===== config.mk =====
export PLATFORM = sky130hd
export DESIGN_NAME = ahb_lite_master_arbiter_2to1
export DESIGN_NICKNAME = d
export VERILOG_FILES = /design/src/rtl/ahb_lite_master_arbiter_2to1.sv
export SDC_FILE = /design/constraint.sdc
export NUM_CORES = 1
export LEC_CHECK = 0
export CAP_MARGIN = 40
export CORE_MARGIN = 2
export CORE_UTILIZATION = 44
export DETAILED_ROUTE_END_ITERATION = 6
export PLACE_DENSITY = 0.93
export SYNTH_ARGS = -nofsm -noshare
export SYNTH_HDL_FRONTEND = slang
export SYNTH_SLANG_ARGS = --single-unit

===== constraint.sdc =====
create_clock -name HCLK -period 5.2 [get_ports HCLK]
set_clock_uncertainty 0.05 [all_clocks]
set_input_delay 1.04 -clock HCLK [delete_from_list [all_inputs] [get_ports HCLK]]
set_output_delay 1.04 -clock HCLK [all_outputs]
set_load 0.05 [all_outputs]

===== src/rtl/ahb_lite_master_arbiter_2to1.sv =====
// Two-master AHB-Lite input stage: a losing master's address phase is parked in a
// per-port hold register and replayed once granted; bursts are never split.
module ahb_lite_master_arbiter_2to1 #(
    parameter int AW         = 32,
    parameter int DW         = 32,
    parameter int FIXED_PRIO = 0
) (
    input  logic          HCLK,
    input  logic          HRESETn,
    input  logic [1:0]    HTRANS_M0_i,
    input  logic [AW-1:0] HADDR_M0_i,
    input  logic          HWRITE_M0_i,
    input  logic [2:0]    HSIZE_M0_i,
    input  logic [2:0]    HBURST_M0_i,
    input  logic [3:0]    HPROT_M0_i,
    input  logic [DW-1:0] HWDATA_M0_i,
    output logic          HREADYOUT_M0_o,
    output logic          HRESP_M0_o,
    input  logic [1:0]    HTRANS_M1_i,
    input  logic [AW-1:0] HADDR_M1_i,
    input  logic          HWRITE_M1_i,
    input  logic [2:0]    HSIZE_M1_i,
    input  logic [2:0]    HBURST_M1_i,
    input  logic [3:0]    HPROT_M1_i,
    input  logic [DW-1:0] HWDATA_M1_i,
    output logic          HREADYOUT_M1_o,
    output logic          HRESP_M1_o,
    output logic [DW-1:0] HRDATA_M_o,
    output logic [1:0]    HTRANS_o,
    output logic [AW-1:0] HADDR_o,
    output logic          HWRITE_o,
    output logic [2:0]    HSIZE_o,
    output logic [2:0]    HBURST_o,
    output logic [3:0]    HPROT_o,
    output logic [DW-1:0] HWDATA_o,
    output logic          HMASTER_o,
    input  logic          HREADY_i,
    input  logic          HRESP_i,
    input  logic [DW-1:0] HRDATA_i
);

    localparam logic [1:0] TRANS_IDLE   = 2'b00;
    localparam logic [2:0] BURST_SINGLE = 3'b000;

    logic          pend0_q, pend0_d, pend1_q, pend1_d;
    logic [1:0]    holdTrans0_q, holdTrans1_q;
    logic [AW-1:0] holdAddr0_q, holdAddr1_q;
    logic          holdWrite0_q, holdWrite1_q;
    logic [2:0]    holdSize0_q, holdSize1_q;
    logic [2:0]    holdBurst0_q, holdBurst1_q;
    logic [3:0]    holdProt0_q, holdProt1_q;

    logic          grant_q, grant_d;
    logic          lastGrant_q;
    logic          burstLock_q;
    logic          ownerValid_q, ownerPort_q;

    logic [1:0]    effTrans0, effTrans1, ownerEffTrans;
    logic [AW-1:0] effAddr0, effAddr1;
    logic          effWrite0, effWrite1;
    logic [2:0]    effSize0, effSize1, effBurst0, effBurst1;
    logic [3:0]    effProt0, effProt1;
    logic          req0, req1, grantReq, lockActive, busDrive;
    logic          capture0, capture1, issue0, issue1;

    // A port's effective address phase is its parked copy while pending, else live.
    assign effTrans0 = pend0_q ? holdTrans0_q : HTRANS_M0_i;
    assign effAddr0  = pend0_q ? holdAddr0_q  : HADDR_M0_i;
    assign effWrite0 = pend0_q ? holdWrite0_q : HWRITE_M0_i;
    assign effSize0  = pend0_q ? holdSize0_q  : HSIZE_M0_i;
    assign effBurst0 = pend0_q ? holdBurst0_q : HBURST_M0_i;
    assign effProt0  = pend0_q ? holdProt0_q  : HPROT_M0_i;
    assign effTrans1 = pend1_q ? holdTrans1_q : HTRANS_M1_i;
    assign effAddr1  = pend1_q ? holdAddr1_q  : HADDR_M1_i;
    assign effWrite1 = pend1_q ? holdWrite1_q : HWRITE_M1_i;
    assign effSize1  = pend1_q ? holdSize1_q  : HSIZE_M1_i;
    assign effBurst1 = pend1_q ? holdBurst1_q : HBURST_M1_i;
    assign effProt1  = pend1_q ? holdProt1_q  : HPROT_M1_i;

    assign req0 = pend0_q | HTRANS_M0_i[1];
    assign req1 = pend1_q | HTRANS_M1_i[1];

    // SEQ and BUSY both have bit 0 set, which is what keeps a burst owner locked.
    assign ownerEffTrans = grant_q ? effTrans1 : effTrans0;
    assign lockActive    = burstLock_q & ownerEffTrans[0];

    always_comb begin
        grant_d = grant_q;
        if (HREADY_i && !lockActive) begin
            if (req0 && !req1) begin
                grant_d = 1'b0;
            end else if (req1 && !req0) begin
                grant_d = 1'b1;
            end else if (req0 && req1) begin
                grant_d = (FIXED_PRIO != 0) ? 1'b0 : ~lastGrant_q;
            end
        end
    end

    assign grantReq = grant_d ? req1 : req0;
    assign busDrive = HRESETn & (grantReq | lockActive);

    always_comb begin
        HTRANS_o = TRANS_IDLE;
        HADDR_o  = '0;
        HWRITE_o = 1'b0;
        HSIZE_o  = 3'b000;
        HBURST_o = BURST_SINGLE;
        HPROT_o  = 4'b0000;
        if (busDrive) begin
            if (grant_d) begin
                HTRANS_o = effTrans1;
                HADDR_o  = effAddr1;
                HWRITE_o = effWrite1;
                HSIZE_o  = effSize1;
                HBURST_o = effBurst1;
                HPROT_o  = effProt1;
            end else begin
                HTRANS_o = effTrans0;
                HADDR_o  = effAddr0;
                HWRITE_o = effWrite0;
                HSIZE_o  = effSize0;
                HBURST_o = effBurst0;
                HPROT_o  = effProt0;
            end
        end
    end

    assign HMASTER_o  = grant_d;
    assign HRDATA_M_o = HRDATA_i;
    assign HWDATA_o   = !ownerValid_q ? '0 : (ownerPort_q ? HWDATA_M1_i : HWDATA_M0_i);

    always_comb begin
        HREADYOUT_M0_o = 1'b1;
        HRESP_M0_o     = 1'b0;
        HREADYOUT_M1_o = 1'b1;
        HRESP_M1_o     = 1'b0;
        if (ownerValid_q && !ownerPort_q) begin
            HREADYOUT_M0_o = HREADY_i;
            HRESP_M0_o     = HRESP_i;
        end else if (pend0_q) begin
            HREADYOUT_M0_o = 1'b0;
        end
        if (ownerValid_q && ownerPort_q) begin
            HREADYOUT_M1_o = HREADY_i;
            HRESP_M1_o     = HRESP_i;
        end else if (pend1_q) begin
            HREADYOUT_M1_o = 1'b0;
        end
    end

    // A transfer that is granted on a ready bus goes straight out and is never parked.
    assign capture0 = HTRANS_M0_i[1] & HREADYOUT_M0_o & ~(HREADY_i & ~grant_d);
    assign capture1 = HTRANS_M1_i[1] & HREADYOUT_M1_o & ~(HREADY_i &  grant_d);
    assign issue0   = HREADY_i & ~grant_d & pend0_q;
    assign issue1   = HREADY_i &  grant_d & pend1_q;
    assign pend0_d  = capture0 | (pend0_q & ~issue0);
    assign pend1_d  = capture1 | (pend1_q & ~issue1);

    always_ff @(posedge HCLK or negedge HRESETn) begin
        if (!HRESETn) begin
            pend0_q      <= 1'b0;
            holdTrans0_q <= TRANS_IDLE;
            holdAddr0_q  <= '0;
            holdWrite0_q <= 1'b0;
            holdSize0_q  <= 3'b000;
            holdBurst0_q <= BURST_SINGLE;
            holdProt0_q  <= 4'b0000;
        end else begin
            pend0_q <= pend0_d;
            if (capture0) begin
                holdTrans0_q <= HTRANS_M0_i;
                holdAddr0_q  <= HADDR_M0_i;
                holdWrite0_q <= HWRITE_M0_i;
                holdSize0_q  <= HSIZE_M0_i;
                holdBurst0_q <= HBURST_M0_i;
                holdProt0_q  <= HPROT_M0_i;
            end
        end
    end

    always_ff @(posedge HCLK or negedge HRESETn) begin
        if (!HRESETn) begin
            pend1_q      <= 1'b0;
            holdTrans1_q <= TRANS_IDLE;
            holdAddr1_q  <= '0;
            holdWrite1_q <= 1'b0;
            holdSize1_q  <= 3'b000;
            holdBurst1_q <= BURST_SINGLE;
            holdProt1_q  <= 4'b0000;
        end else begin
            pend1_q <= pend1_d;
            if (capture1) begin
                holdTrans1_q <= HTRANS_M1_i;
                holdAddr1_q  <= HADDR_M1_i;
                holdWrite1_q <= HWRITE_M1_i;
                holdSize1_q  <= HSIZE_M1_i;
                holdBurst1_q <= HBURST_M1_i;
                holdProt1_q  <= HPROT_M1_i;
            end
        end
    end

    // lastGrant starts at M1 so that M0 takes the first tie after reset.
    always_ff @(posedge HCLK or negedge HRESETn) begin
        if (!HRESETn) begin
            grant_q      <= 1'b0;
            lastGrant_q  <= 1'b1;
            burstLock_q  <= 1'b0;
            ownerValid_q <= 1'b0;
            ownerPort_q  <= 1'b0;
        end else if (HREADY_i) begin
            grant_q      <= grant_d;
            ownerValid_q <= HTRANS_o[1];
            ownerPort_q  <= grant_d;
            if (HTRANS_o[1]) begin
                lastGrant_q <= grant_d;
                burstLock_q <= (HBURST_o != BURST_SINGLE);
            end else if (HTRANS_o == TRANS_IDLE) begin
                burstLock_q <= 1'b0;
            end
        end
    end

endmodule


==> flow_summary_export.csv <==
group,metric,value,unit
critical_path,ff2ff_setup_slack,1.47,ns
finish,diodes,0,
finish,fillers,1021,
clocking,cts_buffer_depth,2,
synth,syn_avg_cell_area,10.90,µm²
timing,finalSetupViolations,0,
min_path,hp-class,"flop to flop",
detailed_routing,drtIter0Drc,256,
finish,final_util,0.6715,
clocking,htree_levels,3,
clocking,numCtsBuffers,9,
power,leakagePower,3.777,nW
timing,fin_crit_sh,0.8963,
synth,netlist_top_cells_area,"dfrtp_1 (39%), mux2i_1 (13%), a211oi_1 (11%), mux2_2 (9.9%), nor2b_1 (7.7%)",
timing,fmax,0.2146,GHz
critical_path,r2r-end,"holdProt0_q[0]$_DFFE_PN0P_",
finish,drive_gt1_frac,0.1894,
detailed_routing,ant_nets,0,
critical_path,cp-startpoint,"HTRANS_M1_i[0]",
global_routing,grt_usage,0.2505,
power,switchingPower,3.350,mW
timing,finalHoldViolations,0,
die,core,13720,µm²
timing,timing.hold.ws,0.4303,ns
synth,synthFlopType,"dfrtp_1",
critical_path,endpoint,"HADDR_o[30]",
synth,synthArstFlopShare,1.000,
synth,synth_area_leader_cell,"dfrtp_1",
power,clkPwrFrac,0.090,
power,powerDensity,775.6,nW/µm²
detailed_routing,route.vias.total,5104,
die,row_count,43,
finish,syn_to_final_growth,50.36,%
timing,fin_setup_tns,0,ns
die,fp.dieH,122.0,µm
detailed_routing,dr.pass1.iters,4,
detailed_routing,wl_per_cell,19.81,µm
finish,nets,940,
critical_path,worstPathMaxFanout,17,
power,pwr-share-comb,0.708,
die,chipWidth,122.0,µm
synth,synth_common_cells,"dfrtp_1 (95), a211oi_1 (86), mux2i_1 (78)",
die,io_pins,304,
critical_path,crit_arrival,3.57,ns
timing,rsz0062_at_grt,"no",
timing,maxSlewHeadroom,0.4873,
place,gp_routability_congestion,0.8497,
detailed_routing,viasPerCell,5.459,
detailed_routing,finalWirelength,18.52,mm
timing,slew_violations,0,
clocking,path_clk_slew,0.06,ns
synth,synth_edf_count,0,
power,netSwitchingFraction,0.4688,
synth,ys_warn_count,0,
global_routing,overflow,0,
clocking,cts.sinks,96,
global_routing,antenna_found_initial,0,
place,hpwl,13.92,mm
clocking,clock_latency,0.34,ns
global_routing,grt_pass1_wl,28.51,mm
detailed_routing,route.detailed.drc,0,
clocking,tritoncts,"built",
power,p_seq_frac,0.202,
finish,seqCellArea,2407,µm²
die,dieArea,14890,µm²
die,start_util,0.4466,
synth,syn_nets,752,
critical_path,r2r_cells,8,
job,cap_violations,0,
status,outcome,"finished clean",
critical_path,required,4.11,ns
critical_path,cp-start-kind,"input pin",
critical_path,worstSetupPathType,"input pin to primary output",
power,p_int,3.796,mW
critical_path,critPathCaptureType,"primary output",
finish,multi_input_comb_area,3269,µm²
place,io_buffers,239,
synth,yosysSeqAreaShare,0.3923,
timing,final.min_clock_period,4.661,ns
synth,synth.distinct_cells,33,
timing,tightest_slew,0.7690,ns
synth,post-synth-top-count-cell,"dfrtp_1",
clocking,post_cts_resized,0,
global_routing,grt_pass1_vias,5328,
clocking,postCtsSetupBuffers,0,
power,vdd_ir_drop_max,485.8,µV
synth,netlist_instances,562,
synth,syn_area,6127,µm²
global_routing,grt_max_degree,60,
clocking,cts_hold_buf,0,
clocking,clockRootBuffer,"clkbuf_16",
critical_path,r2r-start,"pend1_q$_DFF_PN0_",
synth,yosys_register_bits,96,
synth,synth_top_area_share,0.3880,
==> area by class of cell <==
| cell class | count | share of cell area |
|---|---|---|
| Multi-Input combinational cell | 382 | 0.3549 |
| Inverter | 4 | 0.001630 |
| Clock buffer | 14 | 0.02974 |
| Clock inverter | 2 | 0.001494 |
| Tap cell | 180 | 0.02445 |
| Sequential cell | 96 | 0.2613 |
| Timing Repair Buffer | 257 | 0.3265 |
==> state kept, by name, indices dropped and copies added (netlist names), 2 cells and up <==
register	count
holdBurst1_q	3
holdTrans1_q	2
holdProt0_q	4
holdBurst0_q	3
holdAddr0_q	32
holdTrans0_q	2
holdSize0_q	3
holdProt1_q	4
holdAddr1_q	32
holdSize1_q	3
==> per-layer routing <==
layer	track usage	vias to the layer above	part of all wire
met3	0.08380	39	0.082
met5	0	-	0
li1	-	2401	-
met2	0.4312	177	0.50
met1	0.2942	2487	0.39
met4	0.08118	0	0.024
==> stage by stage <==
step	total power [mW]	cells	area, µm²	setup slack [ns]
2_1_floorplan	4.499	562	6127	0.6416
3_3_place_gp	6.425	918	8910	0.5853
3_5_place_dp	6.540	919	8925	0.5366
4_1_cts	7.203	935	9213	0.5242
5_1_grt	7.504	935	9213	0.3617
6_report	7.146	935	9213	0.5392
==> cell families after synthesis <==
group | count (synthesis) | share of synthesized area
mux | 171 | 0.2983
compound gates | 110 | 0.1364
simple gates | 101 | 0.09679
flops | 96 | 0.3923
buf+inv | 84 | 0.07617
==> layout by cell type, fill, tap and decap left out, drive strengths merged, types with 3 or more instances in the layout <==
master         count
a211oi            86
a21boi             3
a21oi             10
buf               64
clkbuf            14
clkdlybuf4s50    193
dfrtp             95
inv                4
mux2              93
mux2i             78
nand2              5
nand2b             3
nor2               8
nor2b             75
nor3               6
==> power by group through the flow <==
| stage | logic (mW) | registers [mW] | clock network [mW] |
|---|---|---|---|
| 2_1_floorplan | 3.22 | 1.28 | 0 |
| 3_3_place_gp | 4.98 | 1.44 | 0 |
| 3_5_place_dp | 5.08 | 1.46 | 0 |
| 4_1_cts | 5.10 | 1.44 | 0.661 |
| 5_1_grt | 5.32 | 1.50 | 0.687 |
| 6_report | 5.06 | 1.44 | 0.644 |
==> worst max-delay path, stage by stage <==
cell	delay [ns]
clkdlybuf4s50_1	0.42
mux2_2	0.30
a21o_1	0.21
a22oi_4	0.59
buf_4	0.31
a211oi_1	0.07
a211oi_1	0.43
buf_12	0.19
==> worst min path at each step <==
| stage | start | endpoint | cells after the start |
|---|---|---|---|
| 5_1_grt | holdTrans1_q[0]$_DFFE_PN0P_ | holdTrans1_q[0]$_DFFE_PN0P_ | 1 |
| 6_report | holdTrans0_q[1]$_DFFE_PN0P_ | holdTrans0_q[1]$_DFFE_PN0P_ | 1 |
| 4_1_cts | holdTrans0_q[1]$_DFFE_PN0P_ | holdTrans0_q[1]$_DFFE_PN0P_ | 1 |
| 3_3_place_gp | holdTrans0_q[1]$_DFFE_PN0P_ | holdTrans0_q[1]$_DFFE_PN0P_ | 1 |
| 2_1_floorplan | holdTrans0_q[1]$_DFFE_PN0P_ | holdTrans0_q[1]$_DFFE_PN0P_ | 1 |
| 3_5_place_dp | holdTrans0_q[1]$_DFFE_PN0P_ | holdTrans0_q[1]$_DFFE_PN0P_ | 1 |
Power figures use the tool's default switching activity.
